$ cat src/rtl/sigmoid_pkg.sv
// Shared definitions for the neuron sequencer: the FSM state encoding and the
// default address and group-count widths.
package sigmoid_pkg;
  localparam int ADDR_W_DEF = 10;
  localparam int CNT_W_DEF  = 8;

  typedef enum logic [2:0] {
    IDLE, CLEAR, ISSUE, DRAIN, CAPTURE, DONE
  } state_t;
endpackage

$ cat src/rtl/neuron_seq_counter.sv
// Group counter and address generator. It loads N and the base address, and
// each enabled cycle it steps the address and consumes one group.
module neuron_seq_counter #(
  parameter int ADDR_W = sigmoid_pkg::ADDR_W_DEF,
  parameter int CNT_W  = sigmoid_pkg::CNT_W_DEF
) (
  input  logic              clk,
  input  logic              n_rst,
  input  logic              load,
  input  logic              enable,
  input  logic [CNT_W-1:0]  load_cnt,
  input  logic [ADDR_W-1:0] load_addr,
  output logic [ADDR_W-1:0] addr,
  output logic              tc,
  output logic              zero
);
  logic [CNT_W-1:0] cnt;

  always_ff @(posedge clk or negedge n_rst) begin
    if (!n_rst) begin
      cnt  <= '0;
      addr <= '0;
    end else if (load) begin
      cnt  <= load_cnt;
      addr <= load_addr;
    end else if (enable && cnt != '0) begin
      cnt  <= cnt - CNT_W'(1);
      addr <= addr + ADDR_W'(1);   // wraps modulo 2^ADDR_W
    end
  end

  // tc marks the last issue cycle: one group left.
  assign tc   = (cnt == CNT_W'(1));
  assign zero = (cnt == '0);
endmodule

$ cat src/rtl/neuron_sequencer.sv
// Sequences one neuron evaluation: it clears the ALU, streams N weight/input
// groups from memory, drains the ALU adder pipeline and captures the result.
module neuron_sequencer
  import sigmoid_pkg::*;
#(
  parameter int ADDR_W = ADDR_W_DEF,
  parameter int CNT_W  = CNT_W_DEF
) (
  input  logic              clk,
  input  logic              n_rst,
  input  logic              start,
  input  logic              abort,
  input  logic [CNT_W-1:0]  num_groups,
  input  logic [ADDR_W-1:0] base_addr,
  input  logic [3:0]        bias_in,
  output logic [ADDR_W-1:0] mem_addr,
  output logic              mem_ren,
  input  logic [15:0]       weight_data,
  input  logic [15:0]       input_data,
  output logic [15:0]       alu_weights,
  output logic [15:0]       alu_inputs,
  output logic [3:0]        alu_bias,
  output logic              alu_clear,
  output logic              alu_accumulate,
  input  logic [4:0]        alu_out,
  output logic [4:0]        result,
  output logic              busy,
  output logic              done
);
  localparam int STAGES = 1;

  state_t            state;
  logic              drain_q;
  logic [STAGES:0]   vld_pipe;   // [0] operand valid, [1] accumulate
  logic              tc, zero;
  logic              cnt_load, cnt_en;

  assign cnt_load = (state == IDLE) && start;
  assign cnt_en   = (state == ISSUE) && !abort;

  neuron_seq_counter #(.ADDR_W(ADDR_W), .CNT_W(CNT_W)) u_cnt (
    .clk       (clk),
    .n_rst     (n_rst),
    .load      (cnt_load),
    .enable    (cnt_en),
    .load_cnt  (num_groups),
    .load_addr (base_addr),
    .addr      (mem_addr),
    .tc        (tc),
    .zero      (zero)
  );

  always_ff @(posedge clk or negedge n_rst) begin
    if (!n_rst) begin
      state     <= IDLE;
      drain_q   <= 1'b0;
      vld_pipe  <= '0;
      mem_ren   <= 1'b0;
      alu_clear <= 1'b0;
      alu_bias  <= '0;
      result    <= '0;
      busy      <= 1'b0;
      done      <= 1'b0;
    end else begin
      vld_pipe  <= {vld_pipe[STAGES-1:0], mem_ren};
      alu_clear <= 1'b0;
      done      <= 1'b0;
      if (abort && state != IDLE) begin
        state    <= IDLE;
        mem_ren  <= 1'b0;
        busy     <= 1'b0;
        vld_pipe <= '0;
      end else begin
        case (state)
          IDLE: if (start) begin
            state     <= CLEAR;
            alu_bias  <= bias_in;
            alu_clear <= 1'b1;
            busy      <= 1'b1;
          end
          // N=0 still passes through DRAIN so completion always lands at N+5.
          CLEAR: begin
            drain_q <= 1'b0;
            if (!zero) begin
              state   <= ISSUE;
              mem_ren <= 1'b1;
            end else begin
              state <= DRAIN;
            end
          end
          ISSUE: if (tc) begin
            state   <= DRAIN;
            mem_ren <= 1'b0;
          end
          DRAIN: begin
            if (drain_q) state <= CAPTURE;
            drain_q <= 1'b1;
          end
          CAPTURE: begin
            result <= alu_out;
            state  <= DONE;
            done   <= 1'b1;
          end
          DONE: begin
            state <= IDLE;
            busy  <= 1'b0;
          end
          default: state <= IDLE;
        endcase
      end
    end
  end

  // Read data returns one cycle after issue; gate it so the ALU sees zeros otherwise.
  assign alu_weights    = vld_pipe[0] ? weight_data : 16'h0000;
  assign alu_inputs     = vld_pipe[0] ? input_data  : 16'h0000;
  assign alu_accumulate = vld_pipe[STAGES];
endmodule

$ cat config.mk
export PLATFORM = sky130hd
export DESIGN_NAME = neuron_sequencer
export DESIGN_NICKNAME = d
export VERILOG_FILES = /design/src/rtl/sigmoid_pkg.sv /design/src/rtl/neuron_seq_counter.sv /design/src/rtl/neuron_sequencer.sv
export SDC_FILE = /design/constraint.sdc
export NUM_CORES = 1
export LEC_CHECK = 0
export ABC_AREA = 0
export BUFFER_PORTS_ARGS = -buffer_cell sky130_fd_sc_hd__buf_2
export CORE_ASPECT_RATIO = 0.7
export CORE_MARGIN = 4
export CORE_UTILIZATION = 34
export CTS_CLUSTER_DIAMETER = 60
export CTS_CLUSTER_SIZE = 12
export DETAILED_ROUTE_END_ITERATION = 8
export PLACE_DENSITY_LB_ADDON = 0.3
export SETUP_SLACK_MARGIN = 0.02
export SLEW_MARGIN = 20
export SYNTH_ARGS = -nofsm -noshare
export SYNTH_HDL_FRONTEND = slang
export SYNTH_SLANG_ARGS = --single-unit
$ cat constraint.sdc
create_clock -name clk -period 3.76 [get_ports clk]
set_clock_uncertainty 0.2 [all_clocks]
set_input_delay 0.188 -clock clk [delete_from_list [all_inputs] [get_ports clk]]
set_output_delay 0.188 -clock clk [all_outputs]
set_load 0.1 [all_outputs]
==> results.json, run 1 <==
{
  "wl_per_cell_um": 13.18,
  "regArea_um2": 925.9,
  "worstPathRequired_ns": 3.74,
  "max_slew.worst_pin.slew_ns": 0.8693,
  "pin_count": 119,
  "root_buffer": "clkbuf_8",
  "synth_area_leaders": "dfrtp_1 (41%), and2_1 (11%), nand2_1 (5.6%), mux2_2 (3.0%), nand3_1 (2.9%)",
  "outcome": "finished, final reports clean",
  "portBuffers": 118,
  "worstPathMaxFanout": 20,
  "die_h_um": 76.21,
  "viasPerCell": 4.723,
  "cts.clk_slew.worst_paths_ns": 0.08,
  "ff2ff_setup_slack_ns": 1.34,
  "numCtsBuffers": 5,
  "ff2ff_path_depth": 6,
  "grt_remaining_overflow": 0,
  "antenna_left": 0,
  "dr.pass1.iters": 4,
  "setup.worst_path.end": "u_cnt.addr[9]",
  "timing.critical_path.from": "state[1]",
  "crit_path_cell_trace": "or4b_1, inv_1, buf_4, nor4_1, mux2i_1, nand3_1",
  "synth_edf_count": 0,
  "peakVddDrop_mv": 0.4429,
  "fin_crit_ns": 2.421,
  "grt_max_degree": 38,
  "slew_viol_final": 0,
  "hold_class": "input pin to flip-flop",
  "dr.max_layer_used": "met3",
  "synth-async-reset-ratio": 1.000,
  "drive_above_1_share": 0.3879,
  "reg2reg_to": "u_cnt.addr[9]",
  "dieArea_um2": 8035,
  "max_cap_viol_count": 0,
  "place.gp.congestion": 0.8191,
  "hold_viol": 0,
  "clock_path_buffers": 2,
  "fp-row-count": 24,
  "slowest_delay_ns": 0.84,
  "synth_warnings": 0,
  "clkSinkCount": 37,
  "fillerInstances": 573,
  "yosys_register_bits": 37,
  "wl_met2_um": 2779,
  "drc": 0,
  "fin_crit_sh": 0.6438,
  "drtIter0Drc": 87,
  "rsz0062_at_grt": "false",
  "routed-wl-met3_um": 565,
  "synth_top_area_frac": 0.4097,
  "cts.htree.levels": 2,
  "postSynthAreaPerCell_um2": 9.455,
  "ys.flop_type": "dfrtp_1",
  "insertion_delay_ns": 0.29,
  "r2r_start": "state[1]",
  "cp_slowest_cell": "or4b_1",
  "core_area_um2": 6336,
  "finalSetupTns_ns": 0,
  "synthesis.nets": 306,
  "ys_types": 47,
  "grt_pass1_wl_um": 10430,
  "n_antenna_cell": 0,
  "yosysTopAreaCell": "dfrtp_1",
  "vias": 2220,
  "wl_met1_um": 2848,
  "ys_seq_area_frac": 0.4097,
  "drt-total-wl_um": 6193,
  "startpoint_type": "flip-flop",
  "layout.nets": 445,
  "hold_slack_ns": 0.1365,
  "end_kind": "flip-flop",
  "max_freq_mhz": 413.1,
  "hpwl_um": 4548,
  "powerDensity_nw_per_um2": 946.5,
  "start_util": 0.3566,
  "die_w_um": 105.4,
  "antenna_found_initial": 0,
  "syn_area_um2": 2260,
  "synthCells": 239,
  "grt_pass1_vias": 2132,
  "finalSetupViolations": 0,
  "path_class": "flip-flop to flip-flop",
  "multiInputGateArea_um2": 1217,
  "p_leak_nw": 1.625,
  "syn_to_final_growth_pct": 45.85,
  "grt_usage": 0.1572,
  "power_mw": 3.119,
  "cts-resized-gates": 0,
  "worstPathArrival_ns": 2.40,
  "cts_tree": "yes",
  "maxSlewHeadroom": 0.4192
}
[layout make-up]
class	instances	share of cell area
inverters	6	0.006834
multi-input cells	179	0.3694
well taps	91	0.03455
flip-flops and latches	37	0.2809
clock inverters	2	0.01139
repair buffers	149	0.2718
clock buffers	6	0.02506
[through the flow]
| step | utilization | instance area [µm²] | std cells | setup WS, ns |
|---|---|---|---|---|
| detailed placement | 0.4554 | 2885 | 433 | 1.354 |
| CTS | 0.5201 | 3296 | 470 | 1.329 |
| global placement | 0.4554 | 2885 | 433 | 1.405 |
| global route | 0.5201 | 3296 | 470 | 1.151 |
| floorplan | - | 2260 | 239 | 1.548 |
| finish | 0.5201 | 3296 | 470 | 1.339 |
[where the power goes]
group          internal (mW)  switching, mW
Sequential             0.541          0.191
Clock                  0.216          0.153
Combinational          0.381           1.64
[critical path: cells and delay by family, from the launching register on]
| family | cells | cell delay, ns |
|---|---|---|
| buf+inv | 2 | 0.42 |
| simple gates | 3 | 1.00 |
| flops | 1 | 0.55 |
| mux | 1 | 0.14 |
[how the worst min path moves through the flow]
stage,endpoint,cells past startpoint,slack (ns),from
floorplan,alu_bias[0],0,-0.31,n_rst
global placement,u_cnt.addr[9],1,0.15,n_rst
detailed placement,u_cnt.addr[9],1,0.15,n_rst
CTS,busy,4,0.14,start
global route,busy,4,0.18,start
finish,busy,4,0.14,start
[logic make-up after synthesis]
family	Yosys count	share of synthesized area
AND/OR/NAND/NOR	117	0.2929
AO/OA/AOI/OAI	38	0.1368
flip-flops	37	0.4097
buffers and inverters	23	0.05149
multiplexers	11	0.05205
XOR/XNOR	9	0.03488
adder cells (fa/ha/maj)	4	0.02215
[layout by cell type, fill, tap and decap left out, drive strengths merged, types with 4 or more instances in the layout]
cell	instances
and2	39
buf	120
clkbuf	6
dfrtp	37
dlygate4sd3	29
ha	4
inv	6
mux2	6
mux2i	5
nand2	34
nand3	13
nor2	7
nor3	5
nor4	4
o211ai	6
o21ai	14
xnor2	4
xor2	5
[Yosys cell counts, types with 2 or more instances]
library cell and instances:
a21oi_1 2, and2_1 39, buf_2 5, buf_6 3, clkbuf_1 8, dfrtp_1 37, ha_1 4, inv_1 6
mux2_2 6, mux2i_1 5, nand2_1 34, nand2b_1 3, nand3_1 13, nand4_1 3, nor2_1 7, nor3_1 4
nor4_1 3, o2111ai_1 2, o211ai_1 3, o211ai_2 3, o21ai_0 8, o21ai_1 5, o22ai_1 2, o31ai_1 3
or4_1 2, xnor2_1 4, xor2_1 5
[metal layers]
layer  global-route usage  up-vias
met1               0.2158     1021
met3              0.05504        0
met2               0.2475       92
met4              0.01573        0
met5                    0        -
li1                     -     1107
[timing repair]
action | CTS | global route
hold endpoints to repair | 65 | 0
hold buffers | 29 | 0
buffers inserted | 0 | 0
[flip-flops by register name, summed over array words and instances (netlist names), 2 cells and up]
name        flops
alu_bias        4
vld_pipe        2
result          5
u_cnt.addr     10
u_cnt.cnt       8
state           3
Power figures use the tool's default switching activity.
==> run 2, diff against run 1 <==
- ABC_AREA: 0 -> 1
- clock period: 3.76 -> 2.3 ns (I/O delays scaled with it)
==> results.json, run 2 <==
{
  "outcome": "finished, final reports clean",
  "pin_count": 119,
  "setup_ws_ns": 0.4420,
  "finalSetupTns_ns": 0,
  "largest_reg_flops": 10,
  "hpwl_um": 5072,
  "start_util": 0.3530,
  "ys.flop_type": "dfrtp_1",
  "layout.nets": 575,
  "place_area_um2": 3034,
  "design_area_um2": 3411,
  "cts.htree.levels": 2,
  "worstPathArrival_ns": 1.88,
  "crit_path_cell_trace": "inv_1, ha_1, nand2_2, inv_1, nand2_1, nand2_2, nand2_4, inv_2, nand2_1, nand2_1",
  "slowest_delay_ns": 0.40,
  "viasPerCell": 4.291,
  "synth_top_area_frac": 0.3864,
  "drtIter0Drc": 138,
  "vias": 2583,
  "syn_to_final_growth_pct": 42.35,
  "cts.clk_slew.worst_paths_ns": 0.07,
  "insertion_delay_ns": 0.28,
  "maxSlewHeadroom": 0.4557,
  "max_freq_mhz": 538.2,
  "largestRegisters": "u_cnt.addr: 10 flops, u_cnt.cnt: 8 flops, result: 5 flops",
  "final_common_cell": "nand2_1",
  "fillerInstances": 683,
  "yosys.area_share.adder": 0.02089,
  "fp-row-count": 25,
  "synthSimpleGateAreaFrac": 0.4005,
  "place.gp.congestion": 0.8565,
  "max_slew.worst_pin.slew_ns": 0.8165,
  "core_area_um2": 6788,
  "dieArea_um2": 8476,
  "ys_seq_area_frac": 0.3864,
  "place_ws_ns": 0.4768,
  "ys_types": 30,
  "cts-resized-gates": 0,
  "cts_setup_buffers": 0,
  "grt_remaining_overflow": 0,
  "yosysMostFrequentCell": "nand2_1",
  "root_buffer": "clkbuf_8",
  "n_antenna_cell": 0,
  "grt_max_degree": 38,
  "grt_usage": 0.1593,
  "cp_slowest_cell": "dfrtp_1",
  "max_cap_viol_count": 0,
  "synth_warnings": 0,
  "synth_edf_count": 0,
  "die_h_um": 78.24,
  "grt_pass1_vias": 2420,
  "worstPathMaxFanout": 22,
  "antenna_found_initial": 0,
  "synth-async-reset-ratio": 1.000,
  "startpoint_type": "flip-flop",
  "end_kind": "flip-flop",
  "antenna_left": 0,
  "yosysTopAreaCell": "dfrtp_1",
  "drive_above_1_share": 0.2756,
  "synthesis.nets": 430,
  "dr.pass1.iters": 4,
  "cts_tree": "yes",
  "cpMostUsedCell": "nand2_1",
  "synth_area_leaders": "dfrtp_1 (39%), nand2_1 (24%), inv_1 (9.4%), nand3_1 (6.1%), nor2_1 (3.8%)",
  "path_buf_inv": 3,
  "synthCells": 363,
  "numCtsBuffers": 5,
  "worstPathRequired_ns": 2.32,
  "drt-total-wl_um": 6724,
  "slew_viol_final": 0,
  "rsz0062_at_grt": "false",
  "path_class": "flip-flop to flip-flop",
  "clkSinkCount": 37,
  "crit_family": "simple AND/OR/NAND/NOR gates",
  "synth_top_family_by_area": "simple AND/OR/NAND/NOR gates",
  "top_register": "u_cnt.addr",
  "synth_mux_area_frac": 0,
  "postSynthAreaPerCell_um2": 6.601,
  "syn_area_um2": 2396,
  "wl_per_cell_um": 11.17,
  "die_w_um": 108.3,
  "ys_top_cells_by_count": "nand2_1 (152), inv_1 (60), dfrtp_1 (37)",
  "finalSetupViolations": 0,
  "clock_path_buffers": 2,
  "most-common-layout-cells": "nand2_1 (152), buf_2 (118), inv_1 (60)",
  "synth_compound_area_frac": 0.04595,
  "portBuffers": 118,
  "synth-xor-area-share": 0.01097,
  "hold_class": "input pin to flip-flop",
  "fin_crit_ns": 1.858,
  "yosys_register_bits": 37,
  "grt_pass1_wl_um": 11000,
  "fin_crit_sh": 0.8078,
  "drc": 0,
  "hold_viol": 0
}
## run 2: cell families (layout without fill, tap and decap cells)
group	after synthesis	in the layout
flip-flops	37	37
AND/OR/NAND/NOR	225	225
buffers and inverters	74	219
AO/OA/AOI/OAI	20	20
XOR/XNOR	3	3
adder cells (fa/ha/maj)	4	4
## run 2: per-stage QoR
stage | hold slack (ns) | cells | util
floorplan | -0.3806 | 363 | -
global placement | 0.07013 | 566 | 0.4470
detailed placement | 0.06513 | 566 | 0.4470
CTS | 0.07781 | 602 | 0.5025
global route | 0.1144 | 602 | 0.5025
finish | 0.07890 | 602 | 0.5025
## run 2: metal layers
metal / GRT usage / part of all wire / routed length (µm)
met5: 0 / 0 / 0
met4: 0.02774 / 0.0040 / 27
met2: 0.2333 / 0.43 / 2868
met3: 0.04026 / 0.062 / 416
met1: 0.2385 / 0.51 / 3412
## run 2: final cells by class
| type | instances | area [µm²] | area share |
|---|---|---|---|
| clock buffer | 7 | 86.33 | 0.02531 |
| inverter | 63 | 239.0 | 0.07007 |
| multi-input combinational | 252 | 1146 | 0.3360 |
| sequential | 37 | 925.9 | 0.2715 |
| tap | 94 | 117.6 | 0.03448 |
| timing repair buffer | 149 | 895.9 | 0.2627 |
## run 2: path summary, 6_finish.rpt
kind / from / endpoint / slack, ns / cells after the start
min in group asynchronous: n_rst / u_cnt.addr[5] / 0.26 / 2
hold reg to reg: result[0] / result[0] / 0.28 / 2
hold / removal: start / alu_bias[0] / 0.08 / 4
max in group asynchronous: n_rst / result[4] / 1.12 / 2
setup reg to reg: u_cnt.cnt[0] / u_cnt.addr[6] / 0.44 / 10
setup / recovery: u_cnt.cnt[0] / u_cnt.addr[6] / 0.44 / 10
## run 2: tightest hold or removal path: stages
cell	delay [ns]
buf_2	0.11
nand2_4	0.15
nand2_1	0.10
nand2_1	0.04
## run 2: timing repair
item	CTS	global route
hold endpoints to repair	65	0
hold buffers	29	0
setup endpoints to repair	0	0
Power of run 2 is not shown: default switching activity piles up to over one toggle a cycle in this logic, so the estimate is an artifact.
